$ cat src/rtl/imem_loader_pkg.sv
// ============================================================================
// Module   : imem_loader_pkg
// Brief    : Shared FSM state type and byte-lane sizing for the IMEM loader.
// Revision : 1.0 - initial release
// ============================================================================
`default_nettype none

package imem_loader_pkg;

   typedef enum logic [2:0] {
      ST_IDLE  = 3'd0,
      ST_LOAD  = 3'd1,
      ST_WRITE = 3'd2,
      ST_DONE  = 3'd3,
      ST_ERROR = 3'd4
   } state_t;

   localparam int DEFAULT_DW     = 32;
   localparam int BYTES_PER_WORD = DEFAULT_DW / 8;
   localparam int BYTE_IDX_W     = (BYTES_PER_WORD > 1) ? $clog2(BYTES_PER_WORD) : 1;

   // A one-byte word still needs a 1-bit index register.
   function automatic int byte_idx_width(input int bpw);
      return (bpw > 1) ? $clog2(bpw) : 1;
   endfunction

endpackage

`default_nettype wire

$ cat src/rtl/imem_loader_packer.sv
// ============================================================================
// Module   : byte_word_packer
// Brief    : Little-endian byte-to-word assembler with lane index counter.
// Revision : 1.0 - initial release
// ============================================================================
`default_nettype none

module byte_word_packer
   import imem_loader_pkg::*;
#(
   parameter int DW = DEFAULT_DW
) (
   input  logic          clk,
   input  logic          rst,
   input  logic          i_clr,
   input  logic          i_accept,
   input  logic [7:0]    i_byte,
   output logic [DW-1:0] o_word,
   output logic          o_word_valid
);

   localparam int c_BPW   = DW / 8;
   localparam int c_IDX_W = byte_idx_width(c_BPW);
   localparam logic [c_IDX_W-1:0] c_LAST = c_IDX_W'(c_BPW - 1);

   logic [c_IDX_W-1:0] r_idx;
   logic [DW-1:0]      r_word;

   assign o_word       = r_word;
   assign o_word_valid = i_accept && (r_idx == c_LAST);

   always_ff @(posedge clk) begin
      if (rst || i_clr) begin
         r_idx <= '0;
      end else if (i_accept) begin
         r_idx <= (r_idx == c_LAST) ? '0 : r_idx + c_IDX_W'(1);
      end
   end

   // First accepted byte lands in the least significant lane.
   always_ff @(posedge clk) begin
      if (rst) begin
         r_word <= '0;
      end else if (i_accept) begin
         for (int l = 0; l < c_BPW; l++) begin
            if (r_idx == c_IDX_W'(l)) begin
               r_word[8*l +: 8] <= i_byte;
            end
         end
      end
   end

endmodule

`default_nettype wire

$ cat src/rtl/imem_loader.sv
// ============================================================================
// Module   : imem_loader
// Brief    : Streams bytes into instruction RAM, holding the CPU until loaded.
// Revision : 1.0 - initial release
// ============================================================================
`default_nettype none

module imem_loader
   import imem_loader_pkg::*;
#(
   parameter int AW             = 10,
   parameter int DW             = DEFAULT_DW,
   parameter int TIMEOUT_CYCLES = 1000000
) (
   input  logic          clk,
   input  logic          reset,
   input  logic          start,
   input  logic [AW:0]   num_words,
   input  logic          byte_valid,
   input  logic [7:0]    byte_data,
   output logic          byte_ready,
   output logic          mem_we,
   output logic [AW-1:0] mem_addr,
   output logic [DW-1:0] mem_wdata,
   output logic          cpu_hold,
   output logic          done,
   output logic          error,
   output logic [AW:0]   word_cnt
);

   localparam int c_TMO_W = (TIMEOUT_CYCLES > 1) ? $clog2(TIMEOUT_CYCLES) : 1;
   localparam logic [c_TMO_W-1:0] c_TMO_LAST  = c_TMO_W'(TIMEOUT_CYCLES - 1);
   localparam logic [AW:0]        c_MAX_WORDS = {1'b1, {AW{1'b0}}};
   localparam logic [AW:0]        c_ONE       = {{AW{1'b0}}, 1'b1};

   state_t             r_state;
   state_t             w_state_nxt;
   logic [AW:0]        r_num_words;
   logic [AW:0]        r_word_cnt;
   logic [AW:0]        w_cnt_inc;
   logic [c_TMO_W-1:0] r_tmo;
   logic               w_accept;
   logic               w_start_acc;
   logic               w_tmo_hit;
   logic               w_word_valid;
   logic [DW-1:0]      w_word;

   assign byte_ready = (r_state == ST_LOAD);
   assign mem_we     = (r_state == ST_WRITE);
   assign done       = (r_state == ST_DONE);
   assign error      = (r_state == ST_ERROR);
   assign cpu_hold   = (r_state != ST_DONE);
   assign mem_addr   = r_word_cnt[AW-1:0];
   assign mem_wdata  = w_word;
   assign word_cnt   = r_word_cnt;

   assign w_accept  = byte_valid && byte_ready;
   assign w_cnt_inc = r_word_cnt + c_ONE;
   assign w_tmo_hit = (r_tmo == c_TMO_LAST);

   byte_word_packer #(
      .DW (DW)
   ) u_packer (
      .clk          (clk),
      .rst          (reset),
      .i_clr        (w_start_acc),
      .i_accept     (w_accept),
      .i_byte       (byte_data),
      .o_word       (w_word),
      .o_word_valid (w_word_valid)
   );

   always_ff @(posedge clk) begin
      if (reset) begin
         r_state <= ST_IDLE;
      end else begin
         r_state <= w_state_nxt;
      end
   end

   always_comb begin
      w_state_nxt = r_state;
      w_start_acc = 1'b0;
      case (r_state)
         ST_IDLE, ST_DONE, ST_ERROR: begin
            if (start) begin
               w_start_acc = 1'b1;
               if (num_words == '0) begin
                  w_state_nxt = ST_DONE;
               end else if (num_words > c_MAX_WORDS) begin
                  w_state_nxt = ST_ERROR;
               end else begin
                  w_state_nxt = ST_LOAD;
               end
            end
         end
         ST_LOAD: begin
            if (w_word_valid) begin
               w_state_nxt = ST_WRITE;
            end else if (!w_accept && w_tmo_hit) begin
               w_state_nxt = ST_ERROR;
            end
         end
         ST_WRITE: begin
            w_state_nxt = (w_cnt_inc == r_num_words) ? ST_DONE : ST_LOAD;
         end
         default: w_state_nxt = ST_IDLE;
      endcase
   end

   // Idle timer only runs while waiting for bytes; any accepted byte restarts it.
   always_ff @(posedge clk) begin
      if (reset) begin
         r_num_words <= '0;
         r_word_cnt  <= '0;
         r_tmo       <= '0;
      end else if (w_start_acc) begin
         r_num_words <= num_words;
         r_word_cnt  <= '0;
         r_tmo       <= '0;
      end else if (r_state == ST_LOAD) begin
         if (w_accept || w_tmo_hit) begin
            r_tmo <= '0;
         end else begin
            r_tmo <= r_tmo + c_TMO_W'(1);
         end
      end else if (r_state == ST_WRITE) begin
         r_word_cnt <= w_cnt_inc;
      end
   end

endmodule

`default_nettype wire

$ cat config.mk
export PLATFORM = sky130hd
export DESIGN_NAME = imem_loader
export DESIGN_NICKNAME = d
export VERILOG_FILES = /design/src/rtl/imem_loader_pkg.sv /design/src/rtl/imem_loader_packer.sv /design/src/rtl/imem_loader.sv
export SDC_FILE = /design/constraint.sdc
export NUM_CORES = 1
export LEC_CHECK = 0
export ABC_AREA = 0
export CORE_MARGIN = 3
export CORE_UTILIZATION = 55
export CTS_BUF_LIST = sky130_fd_sc_hd__clkbuf_4 sky130_fd_sc_hd__clkbuf_8 sky130_fd_sc_hd__clkbuf_16
export CTS_CLUSTER_SIZE = 30
export DETAILED_ROUTE_END_ITERATION = 12
export GPL_ROUTABILITY_DRIVEN = 0
export PLACE_DENSITY_LB_ADDON = 0.08
export REMOVE_ABC_BUFFERS = 1
export SYNTH_ARGS = -nofsm -noshare
export SYNTH_HDL_FRONTEND = slang
export SYNTH_SLANG_ARGS = --single-unit
$ cat constraint.sdc
create_clock -name clk -period 3 [get_ports clk]
set_input_delay 0.6 -clock clk [delete_from_list [all_inputs] [get_ports clk]]
set_output_delay 0.6 -clock clk [all_outputs]
set_load 0.05 [all_outputs]
==> results.txt, run 1 <==
The flow ran to the end, and the final reports show no timing, DRC or antenna violations. The area of the die is 0.00777 mm2. The global-route usage over all layers came out at 22.6%. The synthesized-area fraction occupied by ao, oa, aoi and oai cells came out at 6.10%. The area added between synthesis and finish is 28.4%. The routed via count came out at 3,170. Using the TritonRoute via totals, the vias-per-cell ratio works out to 5.40. The maximum buffer depth of the clock tree came out at 2. The CTS tree is built. In this run, synthesis produced a sequential element count of 79. After clock tree synthesis, the clock-pin slew on the worst setup and hold paths is 90 ps. After synthesis, the largest family of logic cells by area is simple AND/OR/NAND/NOR gates.

The number of optimization iterations in the first detailed-route pass is 5. Across the run, the number of max-cap violations was 0. The proportion of synthesized area in mux cells came out at 9.44%.

The clock latency at the later pin of the worst-skew pair is 340 ps. The final-report max-slew violation count is 0. The leakage component of the power came out at 0.00187 uW.

STA classifies the critical path endpoint as a primary output. The total of hold buffers inserted after clock tree synthesis is 0. The DRC marker count from the first detailed-route iteration is 132. After filler insertion, the fill cell instance count of the layout stands at 505. The setup-violating endpoint count in the final report is 0. The total number of nets in the final design is 534.

Counting flops with a built-in enable in the synthesized netlist gives 0. The first global-routing pass estimated 13.8 mm of wire. The number of unique standard cell types used by synthesis came out at 42.

The multi-input gate area in the final layout came out at 0.00196 mm2. The final-layout setup total negative slack came out at 0 ps. The initial antenna violation count came out at 0. For the final database, setup skew stands at 9.14 ps. The tree is rooted in a clkbuf_8. The ratio of cells with drive above 1 in the final layout is 5.49%. For this run the aggregate overflow at the end of global routing stands at 0. Across the VDD grid, the largest voltage drop is 0.341 mV. The class of the most critical setup path is reg -> out. The final critical delay including setup and external delays came out at 2710 ps.

The number of global-route vias before repair is 2,958. The smallest hold slack came out at 458 ps. The worst setup path is launched from a register. The number of antenna-violating nets in the routed design is 0. The tree built by TritonCTS fans out to 79 sinks. For the pin with the worst max-slew slack, the measured transition is 580 ps. The mean instance size in the synthesized netlist came out at 8.55 um2. Pin placement for this block handled 81 I/O pins. The total power per unit cell area is 471 mW/mm2. The final hold violation count came to 0. The most used flip-flop cell after synthesis is dfxtp_1.

The die is 88.1 um tall. The signal arrival time at the worst endpoint is 2110 ps. Dividing the final minimum period by the clock period gives 90.2%. The site row count came out at 29. The repair_antennas step left the layout with diodes totalling 0. Summing the areas of all and, or, nand and nor instances in the mapped netlist gives 25.6% of the synthesized area. Summing all flip-flop and latch instances after layout gives 0.00158 mm2. The deepest level of the CTS H-tree came out at 3. Yosys printed 0 warnings. The buffers inserted during post-CTS setup optimization came out at 0. The top fanout value on the critical path is 9. The floorplan step set the die width to 88.1 um.

Entering global routing, the biggest net connects 37 pins. The overall power consumption is 2240 uW. The residual DRC count is 0. The maximum operating frequency is 370 MHz. The placed wire-length estimate after detailed placement came out at 6.20 mm.

Of the total synthesized cell area, the portion taken by XOR and XNOR cells is 9.68%. The number of placed cells counting well taps is 571. The type of the most critical hold path is reg -> reg. The number of standard cells in the final layout excluding fillers came out at 587. The core region is 0.00646 mm2. The worst max-slew margin expressed relative to the limit came out at 61.0%.

For this run, asynchronously set or reset flops after synthesis account for 0%. The number of buffers inserted by port buffering came out at 80. The average detailed-routed wire length per instance is 14.3 um. Setup repair after global routing left no endpoint under its margin. Summed over all layers, the routed wires come to 8.41 mm. The number of buffers inserted during clock tree synthesis came out at 9.

The post-synthesis cell count is 434. The synthesized-area fraction occupied by adder cells came out at 2.02%. The starting utilization of the core area is 57.5%. The area of the mapped netlist is 0.00371 mm2. The share of the Yosys chip area taken by registers is 42.6%. STA puts the critical path data required time at 2400 ps.
[worst paths after layout]
check	endpoint	start	slack [ps]	cells after the start
hold reg to reg	u_packer.o_word[30]	u_packer.o_word[30]	460	2
setup / recovery	mem_we	r_state[1]	290	4
setup reg to reg	r_state[1]	word_cnt[0]	810	7
hold / removal	u_packer.o_word[30]	u_packer.o_word[30]	460	2
[report_power, final]
group	internal, uW	leakage [uW]	switching [uW]
combinational	88.1	0.00111	111
sequential	1070	0.000639	17.3
clock	570	0.000125	389
[critical path, cell delays in order, from the launching register on]
cell and delay, ps:
dfxtp_1 470, nor2b_1 290, nand2b_1 230, inv_1 210
dlygate4sd2_1 550
[kinds of logic after synthesis]
kind of cell / count (synthesis)
AND/OR/NAND/NOR: 200
flip-flops: 79
XOR/XNOR: 41
AO/OA/AOI/OAI: 39
multiplexers: 35
buffers and inverters: 34
adder cells (fa/ha/maj): 6
[synth_stat cells (all sizes together), types with 2 or more instances]
library cell	number	area share, %
nor2	86	8.7
nand3	20	2.7
inv	7	0.71
buf	14	2.6
nor3	6	0.81
and3	5	0.84
nand4	10	1.7
nand3b	2	0.40
o211ai	2	0.40
a21oi	17	2.3
a31oi	4	0.67
mux2i	35	9.4
xnor2	24	5.7
o21ai	9	1.2
and4	4	0.98
xor2	17	4.0
and2	3	0.51
nor2b	3	0.51
dfxtp	79	43
clkbuf	13	1.3
ha	6	2.0
nand2b	7	1.2
nor4	7	1.3
or3	4	0.67
nand2	37	3.7
[routing by layer]
| layer | global-route usage [%] | routed length (um) |
|---|---|---|
| met4 | 6.87 | 76 |
| met2 | 35.5 | 3900 |
| met3 | 6.96 | 550 |
| met5 | 0 | 0 |
| met1 | 30.0 | 3880 |
[timing repair]
| item | 4_1_cts | 5_1_grt |
|---|---|---|
| resized for setup | 1 | 0 |
| hold endpoints to repair | 0 | 0 |
| setup endpoints to repair | 1 | 0 |
[cell type report]
| class | count | area share, % |
|---|---|---|
| inverter | 7 | 0.552 |
| tap | 77 | 2.02 |
| clock inverter | 6 | 2.44 |
| sequential | 79 | 33.2 |
| multi-input combinational | 321 | 41.1 |
| timing repair buffer | 87 | 17.9 |
| clock buffer | 10 | 2.76 |
[stage by stage]
step	cell area (um2)	worst slack [ps]	util (%)
3_3_place_gp	4520	443	69.9
2_1_floorplan	3570	507	-
6_report	4760	294	73.8
4_1_cts	4760	273	73.8
5_1_grt	4760	116	73.8
3_5_place_dp	4520	384	69.9
[cells in the final DEF (no fill, tap or decap), types with 9 or more instances in the layout]
| cell | count |
|---|---|
| xor2_1 | 17 |
| mux2i_1 | 35 |
| nand2_1 | 37 |
| nor2_1 | 86 |
| nand3_1 | 20 |
| dfxtp_1 | 79 |
| a21oi_1 | 17 |
| clkbuf_8 | 9 |
| xnor2_1 | 24 |
| o21ai_0 | 9 |
| nand4_1 | 10 |
| clkdlybuf4s50_1 | 79 |
[flip-flops by register name (all words and copies together) (netlist names)]
register / count
r_state: 3
u_packer.r_idx: 2
u_packer.o_word: 32
r_num_words: 11
word_cnt: 11
r_tmo: 20
(Power assumes the default switching activity.)
==> run 2, diff against run 1 <==
Settings changed: CAP_MARGIN from default to 0.
==> results of run 2 <==
Same layout as run 1: the final DEF is identical, and so are final timing and power.
==> run 3, diff against run 2 <==
Settings changed: REMOVE_ABC_BUFFERS 1 to default.
==> run 3 against run 2 <==
Compared with the run above: worst hold slack better by 4.8 ps; register-to-register slack worse by 50 ps; design area down 1.6%; fmax down 1.4%; critical path type unchanged; first-iteration DRC count up 82%.
==> results.txt, run 3 (synthesis results as in run 1) <==
The run finished with clean final reports. The final cycle utilization of the critical path was 91.5% (+1.3 points). The launch point of the critical path is r_state[1]. TritonCTS built the clock tree.

Leaving out fill and tap cells, the most frequent cells in the layout are 86 x nor2_1, 79 x clkdlybuf4s50_1, 79 x dfxtp_1, 37 x nand2_1, 35 x mux2i_1. The type of destination of the critical path is a primary output. The final-report max-slew violation count was 0 (unchanged). The number of global-route vias before repair is 2,940 (-0.61%).

The smallest hold slack is 463 ps (+4.83 ps). The critical path is of the reg -> out type. The final clock skew came out at 5.44 ps (-3.70 ps).

The number of antenna-violating nets in the routed design is 0 (unchanged). The aggregate global routing overflow is 0 (unchanged). The number of placed cells counting well taps came out at 570 (-0.18%). The residual DRC count is 0 (unchanged). The clock latency at the later pin of the worst-skew pair was 340 ps (about the same). The number of buffers inserted during clock tree synthesis is 9 (unchanged). The number of flip-flops under the largest register name is 32 (unchanged).

The number of optimization iterations in the first detailed-route pass is 5 (unchanged). The final-layout fill cell count is 510 (+0.99%). The critical path goes through nor2b_1, nand2b_1, inv_1, dlygate4sd2_1. The worst path buffer plus inverter count came out at 2 (unchanged). The total I/O pin count came out at 81 (unchanged). The placed wire-length estimate after detailed placement came out at 6.14 mm (-0.95%). The total power per unit cell area is 423 mW/mm2 (-10%). The final critical delay including setup and external delays came out at 2740 ps (+39.0 ps). The number of standard cells in the final layout excluding fillers is 586 (-0.17%). The area of the die came out at 0.00777 mm2 (unchanged).

The utilization after layout came to 72.6% (-1.2 points). The ratio of cells with drive above 1 in the final layout came out at 5.30% (-0.19 points). The clock sink count came out at 79 (unchanged). The required time of the critical path came out at 2400 ps (about the same). The top fanout value on the critical path was 9 (unchanged). The starting utilization of the core area came out at 57.5% (unchanged). The maximum buffer depth of the clock tree came to 2 (unchanged). The setup slack of the most critical reg-to-reg path came out at 760 ps (-50 ps). The final-layout setup total negative slack came out at 0 ps (unchanged).

The area added between synthesis and finish is 26.3%. The maximum number of pins on one net before global-route repair is 47 (+27%). The critical register-to-register path startpoint is word_cnt[0]. The total number of nets in the final design is 533 (-0.19%).

The DRC marker count from the first detailed-route iteration came out at 240 (+82%). When the netlist entered floorplanning its net count stood at 463. The clock transition time at the flip-flop clock pins of the worst setup and hold paths is 70 ps (-20 ps). The deepest level of the CTS H-tree came out at 3 (unchanged). The site row count came out at 29 (unchanged). The transition time at the pin with the least slew margin came out at 614 ps (+34.5 ps). The number of diodes is 0 (unchanged).

The final hold violation count came out at 0 (unchanged). The path depth of the worst reg2reg path came out at 7 (unchanged). The width of the die came out at 88.1 um (unchanged). The area inside the core boundary came out at 0.00646 mm2 (unchanged).

In this design, the largest share of critical-path delay is due to buffers and inverters. The leakage component of the power came to 0.00183 uW (-2.2%). In this run the clock root is driven by a clkbuf_8.

The maximum operating frequency came out at 364 MHz (-1.4%). The initial antenna violation count is 0 (unchanged). Leaving out fill and tap cells, the most frequent cell in the layout is nor2_1.

The signal arrival time at the worst endpoint is 2140 ps (+30 ps). The average detailed-routed wire length per instance is 14.5 um (+1.2%). The critical path ends at mem_we.

Setup repair after global routing left no endpoint under its margin. The global-route usage over all layers is 22.9% (+0.22 points). The startpoint type of the worst setup path is a register. The setup-violating endpoint count in the final report came out at 0 (unchanged). The count of max-cap constraint violations came out at 0 (unchanged). The endpoint identified for the worst register-to-register timing path is r_state[1]. The sequential cell area is 0.00158 mm2 (unchanged).

The multi-input gate area in the final layout came out at 0.00196 mm2 (unchanged). The via count normalized by instance count came out at 5.45 (+0.83%). The routed via count was 3,191 (+0.66%). The global-route wire length before repair was 13.9 mm (+0.25%). In this run the worst hold path is classified as reg -> reg. The critical path's largest stage delay came out at 550 ps (about the same). The number of buffers inserted by port buffering came out at 80 (unchanged). The height of the die is 88.1 um (unchanged). The overall power consumption came out at 1980 uW (-12%). The library cell contributing the largest single delay on the critical path is dlygate4sd2_1. The logic depth of the worst path, buffers included came out at 4 (unchanged). The worst max-slew margin expressed relative to the limit is 58.9% (-2.1 points). The total length of routed wires is 8.50 mm (+1.0%). The worst voltage drop across the vdd grid came out at 0.346 mV (+1.3%).
run 3: changes by cell type in the layout (fill, tap and decap cells not counted), sizes merged:
cell and delta:
buf -1, bufinv -3, clkbuf +1, clkinv +2, clkinvlp +2, inv -2
run 3: worst min-delay path by stage:
| stage | start | end | slack [ps] | cells after the start |
|---|---|---|---|---|
| after detailed placement | u_packer.o_word[25] | u_packer.o_word[25] | 450 | 2 |
| after global placement | u_packer.o_word[28] | u_packer.o_word[28] | 440 | 2 |
| final | u_packer.o_word[29] | u_packer.o_word[29] | 460 | 2 |
| after CTS | u_packer.o_word[27] | u_packer.o_word[27] | 460 | 2 |
| after floorplan | r_tmo[1] | r_tmo[1] | 450 | 2 |
| after global routing | u_packer.o_word[29] | u_packer.o_word[29] | 490 | 2 |
run 3: routing by layer:
layer  global-route usage [%]  vias to the layer above  wire [um]
met5                        0                        -          0
met4                     6.87                        0        130
met3                     7.06                       15        564
met1                     29.6                     1480       3720
li1                         -                     1610          -
met2                     36.7                       86       4080
run 3: stage by stage:
step | instance area (um2) | setup WS, ps
after floorplan | 3710 | 842
after global placement | 4510 | 449
after detailed placement | 4510 | 361
after CTS | 4690 | 243
after global routing | 4690 | 107
final | 4690 | 255
run 3: what timing repair did:
action | CTS | global route
endpoints found under the setup margin | 1 | 0
setup buffers | 0 | 0
resized for setup | 1 | 0
hold buffers | 0 | 0
run 3: worst reg2reg max path: cells and delay by family (launching register included):
family / cells / cell delay, ps
adders and majority gates: 1 / 340
DFF: 1 / 510
and+or+nand+nor: 4 / 970
AOI/OAI and AO/OA: 2 / 340
run 3: layout make-up:
cell class,count,share of cell area (%)
multi-input combinational,321,41.8
sequential,79,33.7
timing repair buffer,86,18.0
clock buffer,11,3.10
tap,77,2.06
clock inverter,5,0.721
inverter,7,0.561
run 3: where the power goes:
part	total [uW]	internal (uW)	switching, uW
sequential	1080	1070	17.3
combinational	196	87.1	109
clock	701	331	371
total	1980	1480	497
